==> src/rtl/mealy_seq_detector.sv <==
// Mealy run detector: z is high in any cycle where w=1 and the previous
// RUN_LEN-1 sampled values of w were also 1. The state is a saturating
// count of consecutive prior 1s. z is combinational on the current w, so a
// run is flagged in the same cycle its last 1 is presented.
module mealy_seq_detector #(
  parameter int RUN_LEN = 2,
  parameter int CNT_W   = 8
) (
  input  logic             Clock,
  input  logic             Resetn,   // active-high asynchronous reset, despite the name
  input  logic             w,
  output logic             z,
  output logic [CNT_W-1:0] run_cnt
);

  // Terminal count: the number of prior 1s that arms detection.
  localparam logic [CNT_W-1:0] TERM = CNT_W'(RUN_LEN - 1);

  logic [CNT_W-1:0] cnt_q;
  logic [CNT_W-1:0] cnt_d;
  logic             at_term;

  // Count up while below the terminal count and hold there once reached.
  // Holding at TERM lets a sustained run of 1s keep z asserted every cycle,
  // which is how overlapping runs are detected.
  function automatic logic [CNT_W-1:0] sat_inc(input logic [CNT_W-1:0] c);
    logic [CNT_W-1:0] r;
    if (c >= TERM) begin
      r = TERM;
    end else begin
      r = c + CNT_W'(1);
    end
    return r;
  endfunction

  // Next-state logic: a 0 breaks the run; a 1 extends it, saturating.
  always_comb begin
    cnt_d = '0;
    if (w) begin
      cnt_d = sat_inc(cnt_q);
    end
  end

  // State register: reset clears the run immediately, without a clock.
  always_ff @(posedge Clock or posedge Resetn) begin
    if (Resetn) begin
      cnt_q <= '0;
    end else begin
      cnt_q <= cnt_d;
    end
  end

  assign at_term = (cnt_q == TERM);

  // Mealy output: reset gates z low even for RUN_LEN=1, where at_term is
  // permanently true and z would otherwise simply follow w.
  assign z       = ~Resetn & w & at_term;
  assign run_cnt = cnt_q;

endmodule

==> config.mk <==
export PLATFORM = sky130hd
export DESIGN_NAME = mealy_seq_detector
export DESIGN_NICKNAME = d
export VERILOG_FILES = /design/src/rtl/mealy_seq_detector.sv
export SDC_FILE = /design/constraint.sdc
export NUM_CORES = 1
export LEC_CHECK = 0
export CAP_MARGIN = 20
export CORE_AREA = 3 3 40 42
export CTS_CLUSTER_DIAMETER = 120
export CTS_CLUSTER_SIZE = 30
export DETAILED_ROUTE_END_ITERATION = 7
export DIE_AREA = 0 0 43 45
export PLACE_DENSITY = 0.53
export SLEW_MARGIN = 20
export SYNTH_ARGS = -nofsm -noshare
export SYNTH_HDL_FRONTEND = slang
export SYNTH_SLANG_ARGS = --single-unit
==> constraint.sdc <==
create_clock -name Clock -period 2.5 [get_ports Clock]
set_input_delay 0.5 -clock Clock [delete_from_list [all_inputs] [get_ports Clock]]
set_output_delay 0.5 -clock Clock [all_outputs]
set_load 0.05 [all_outputs]
==> results by stage, run 1 <==
Global routing:
- Global routing consumed, on the met2 layer, 17.66% of the routing resources.
- met2 is the most crowded layer.
- The number of antenna violations at the first check in global routing was 0.
- The total global routing overflow is 0.
- The global router's overall resource usage is 9.068%.
- The global-route track usage on met3 is 3.984%.
- The met1 track demand over resource in global routing is 7.407%.
- The number of global-route vias before repair is 293.
- Entering global routing, the biggest net connects 9 pins.
- The global-route wire length before repair is 1242 µm.

Yosys:
- In the synthesized netlist the dominant register cell turns out to be sky130_fd_sc_hd__dfrtp_1.
- Ranked by instance count, the synthesized netlist is headed by sky130_fd_sc_hd__dfrtp_1, sky130_fd_sc_hd__inv_1, sky130_fd_sc_hd__ha_1.
- The cell taking the most area after synthesis is sky130_fd_sc_hd__dfrtp_1.
- After synthesis, flip-flops and latches occupy 60.38% of the total area.
- Averaged over all synthesized cells, the footprint is 13.26 µm².
- The number of warnings reported in the yosys synthesis log is 0.
- The synthesized flop and latch total is 8.
- After synthesis, the cell types taking the most area are sky130_fd_sc_hd__dfrtp_1, sky130_fd_sc_hd__ha_1, sky130_fd_sc_hd__inv_1.
- Synthesis handed over a netlist of 25 instances.
- The fraction of registers with async set or reset after synthesis is 100.0%.
- After synthesis, the netlist uses 10 different library cells.
- In this run, synthesis inferred 0 flip-flops with an integrated enable.
- The share of the synthesized area in the top cell type is 60.38%.
- The netlist area before placement is 331.6 µm².
- sky130_fd_sc_hd__dfrtp_1 is the most common cell in the netlist.

Drt:
- The total DRC errors in the routed layout is 0.
- The total wire length after detailed routing is 678 µm.
- For this block, the initial DRC count from the detailed router was 1.
- The average wire per standard cell is 11.69 µm.
- Across all layers, the routed design uses 245 vias.
- The iteration count of the initial detailed-routing pass is 4.
- The number of vias per cell after detailed routing is 4.224.
- In this run the remaining antenna-violating nets after routing total 0.

Worst setup path:
- Along the worst path, the maximum fanout reaches 3.
- STA classifies the critical path startpoint as an input port.
- The data required time of the worst path is ~2000 ps.
- In this design, the stage delay of the slowest critical-path cell is between 400 and 500 ps.
- The largest individual stage delay along the critical path comes from the cell sky130_fd_sc_hd__clkdlybuf4s50_1.
- The signal on the critical path passes through clkdlybuf4s50_1 -> or3b_4 -> nor4b_4 -> buf_12.
- The data arrival time of the worst path is 1910 ps.
- The combined buffer and inverter count along the critical path is 2.
- The kind of cell with the highest combined delay on the critical path is simple AND/OR/NAND/NOR gates.
- The critical path endpoint category is an output port.
- The category of the critical setup timing path is input port to output port.

Floorplan:
- The floorplan die width is 43 µm.
- The die covers 0.001935 mm².
- The region available for standard cell placement spans 0.001285 mm².
- The initial utilization of the core area, before any placement, comes to 25.80%.
- For this design the top-level I/O count stands at 12.
- The height of the die is 45 µm.
- The number of placement rows is 13.

Clock network:
- The number of buffers added to fix hold violations after cts is 0.
- The total clock buffers created by CTS is 3.
- The later-pin clock latency in the skew report is 240 ps.
- TritonCTS built the clock tree.
- The number of buffers inserted by post-CTS setup repair is 0.
- The register clock-pin slew on the reported worst setup and hold paths is ~50 ps.
- The longest clock path from root to sink contains 2 buffers.
- In this run the number of H-tree levels came out at 1.
- The cell sitting at the root of the clock tree is a sky130_fd_sc_hd__clkbuf_4.
- The number of sinks on the clock net is 8.

STA:
- Setup repair after global routing left no endpoint under its margin.
- The post-route worst setup slack is 92.61 ps.
- The final-layout setup total negative slack is 0 ps.
- Counting I/O delays and the setup requirement, the final critical path takes 2407 ps.
- Setup violations remaining at the end of the flow were counted as 0.
- The share of the clock period used by the worst path is 96.30%.
- The clock arrives with 0.3435 ps of skew.
- The maximum frequency from static timing analysis is 0.4154 GHz.
- The hold violation total from the final report is 0.
- The worst-margin pin slew is 508.2 ps.
- The normalized max-slew margin is 66.01%.
- The number of slew-limit violations in the final report is 0.

Finish:
- The antenna cell count is 0.
- The area added between synthesis and finish is 56.60%.
- In the final design database the tool counted 51 nets.
- The register with the most flip-flops in the layout has 8 of them.
- The fraction of layout instances using a drive strength above 1 is around a fifth.

Outcome:
- The run finished with clean final reports.

Place:
- The routability congestion estimate is approximately 0.62.
- The worst slack at placement is 12.92 ps.
- The count of port buffers added during placement is 11.
- Detailed placement ended at an HPWL of 584 µm.

Power:
- VDD sags by at most between 0.0002 and 0.0003 V.
- The analysis attributes to cell leakage a power of 0.0002352 µW.
- The ratio of total power to cell area is 535.1 mW/mm².

Worst hold path:
- The tightest min-delay check is of the flop to flop type.

Run:
- The tool flagged a number of max-cap violations equal to 0.
## cell families (layout without fill, tap and decap cells)
group | count (synthesis) | in the layout | share of synthesized area [%]
and+or+nand+nor | 7 | 7 | 18.87
DFF | 8 | 8 | 60.38
adders and majority gates | 3 | 3 | 11.32
buffers and inverters | 5 | 19 | 5.661
AOI/OAI and AO/OA | 1 | 1 | 2.642
other | 1 | 5 | 1.131
## power breakdown
group          switching, µW  leakage, µW  total, µW  internal, µW
Combinational           29.7     0.000123       46.4          16.7
Clock                   38.6    0.0000138       93.1          54.6
Sequential              3.49    0.0000979        138           135
Total                   71.7     0.000235        278           206
## worst min-delay path, cell delays in order (launching register included)
cell                      delay (ps)
sky130_fd_sc_hd__dfrtp_1         340
sky130_fd_sc_hd__or4_4           150
sky130_fd_sc_hd__nor4_1           50
## cell usage in the layout (no fill, tap or decap)
cell type	synthesis	layout
sky130_fd_sc_hd__buf_12	0	1
sky130_fd_sc_hd__clkbuf_4	0	3
sky130_fd_sc_hd__clkdlybuf4s50_1	0	10
sky130_fd_sc_hd__conb_1	1	5
sky130_fd_sc_hd__dfrtp_1	8	8
sky130_fd_sc_hd__ha_1	3	3
sky130_fd_sc_hd__inv_1	5	5
sky130_fd_sc_hd__nand2b_1	1	1
sky130_fd_sc_hd__nor4_1	2	2
sky130_fd_sc_hd__nor4b_4	0	1
sky130_fd_sc_hd__o31a_1	1	1
sky130_fd_sc_hd__or3b_2	2	1
sky130_fd_sc_hd__or3b_4	0	1
sky130_fd_sc_hd__or4_4	1	1
## area by class of cell
class / count / area [µm²]
flip-flops and latches: 8 / 200.2
multi-input cells: 16 / 138.9
clock buffers: 3 / 22.52
well taps: 15 / 18.77
repair buffers: 11 / 120.1
inverters: 5 / 18.77
fillers: 122 / 765.7
## worst paths after layout
| path | startpoint | end | slack, ps | depth (start not counted) |
|---|---|---|---|---|
| setup / recovery | w | z | 90 | 4 |
| hold / removal | run_cnt[5] | run_cnt[1] | 590 | 2 |
| setup reg to reg | run_cnt[6] | run_cnt[0] | 1130 | 2 |
| hold reg to reg | run_cnt[5] | run_cnt[1] | 590 | 2 |
| max in group asynchronous | Resetn | run_cnt[6] | 1670 | 2 |
| min in group asynchronous | Resetn | run_cnt[1] | 600 | 2 |
## stage by stage
step / instances / util, % / hold WS, ps / power (µW) / instance area [µm²]
after floorplan: 29 / - / 315.7 / 168.8 / 355.3
after global placement: 55 / 38.46 / 574.5 / 185.1 / 494.2
after detailed placement: 55 / 38.46 / 587.9 / 186.5 / 494.2
after CTS: 58 / 40.21 / 594.9 / 285.8 / 516.7
after global routing: 58 / 40.41 / 613.1 / 295.9 / 519.2
final: 58 / 40.41 / 586.0 / 277.8 / 519.2
## per-layer routing
metal,share of wire [%],vias up
li1,-,115
met5,0,-
met2,66,5
met4,0,0
met1,29,125
met3,4.7,0
## what timing repair did
item | in CTS | in global routing
gates resized for setup | 0 | 1
endpoints found under the setup margin | 0 | 1
endpoints found under the hold margin | 0 | 0
(Power assumes the default switching activity.)
==> run 2, diff against run 1 <==
--- a/config.mk
+++ b/config.mk
@@ -5,10 +5,8 @@
 export SDC_FILE = /design/constraint.sdc
 export NUM_CORES = 1
 export LEC_CHECK = 0
-export CAP_MARGIN = 20
 export CORE_AREA = 3 3 40 42
 export CTS_CLUSTER_DIAMETER = 120
-export CTS_CLUSTER_SIZE = 30
 export DETAILED_ROUTE_END_ITERATION = 7
 export DIE_AREA = 0 0 43 45
 export PLACE_DENSITY = 0.53
==> results of run 2 <==
Final layout, timing and power as in run 1 (identical DEF).
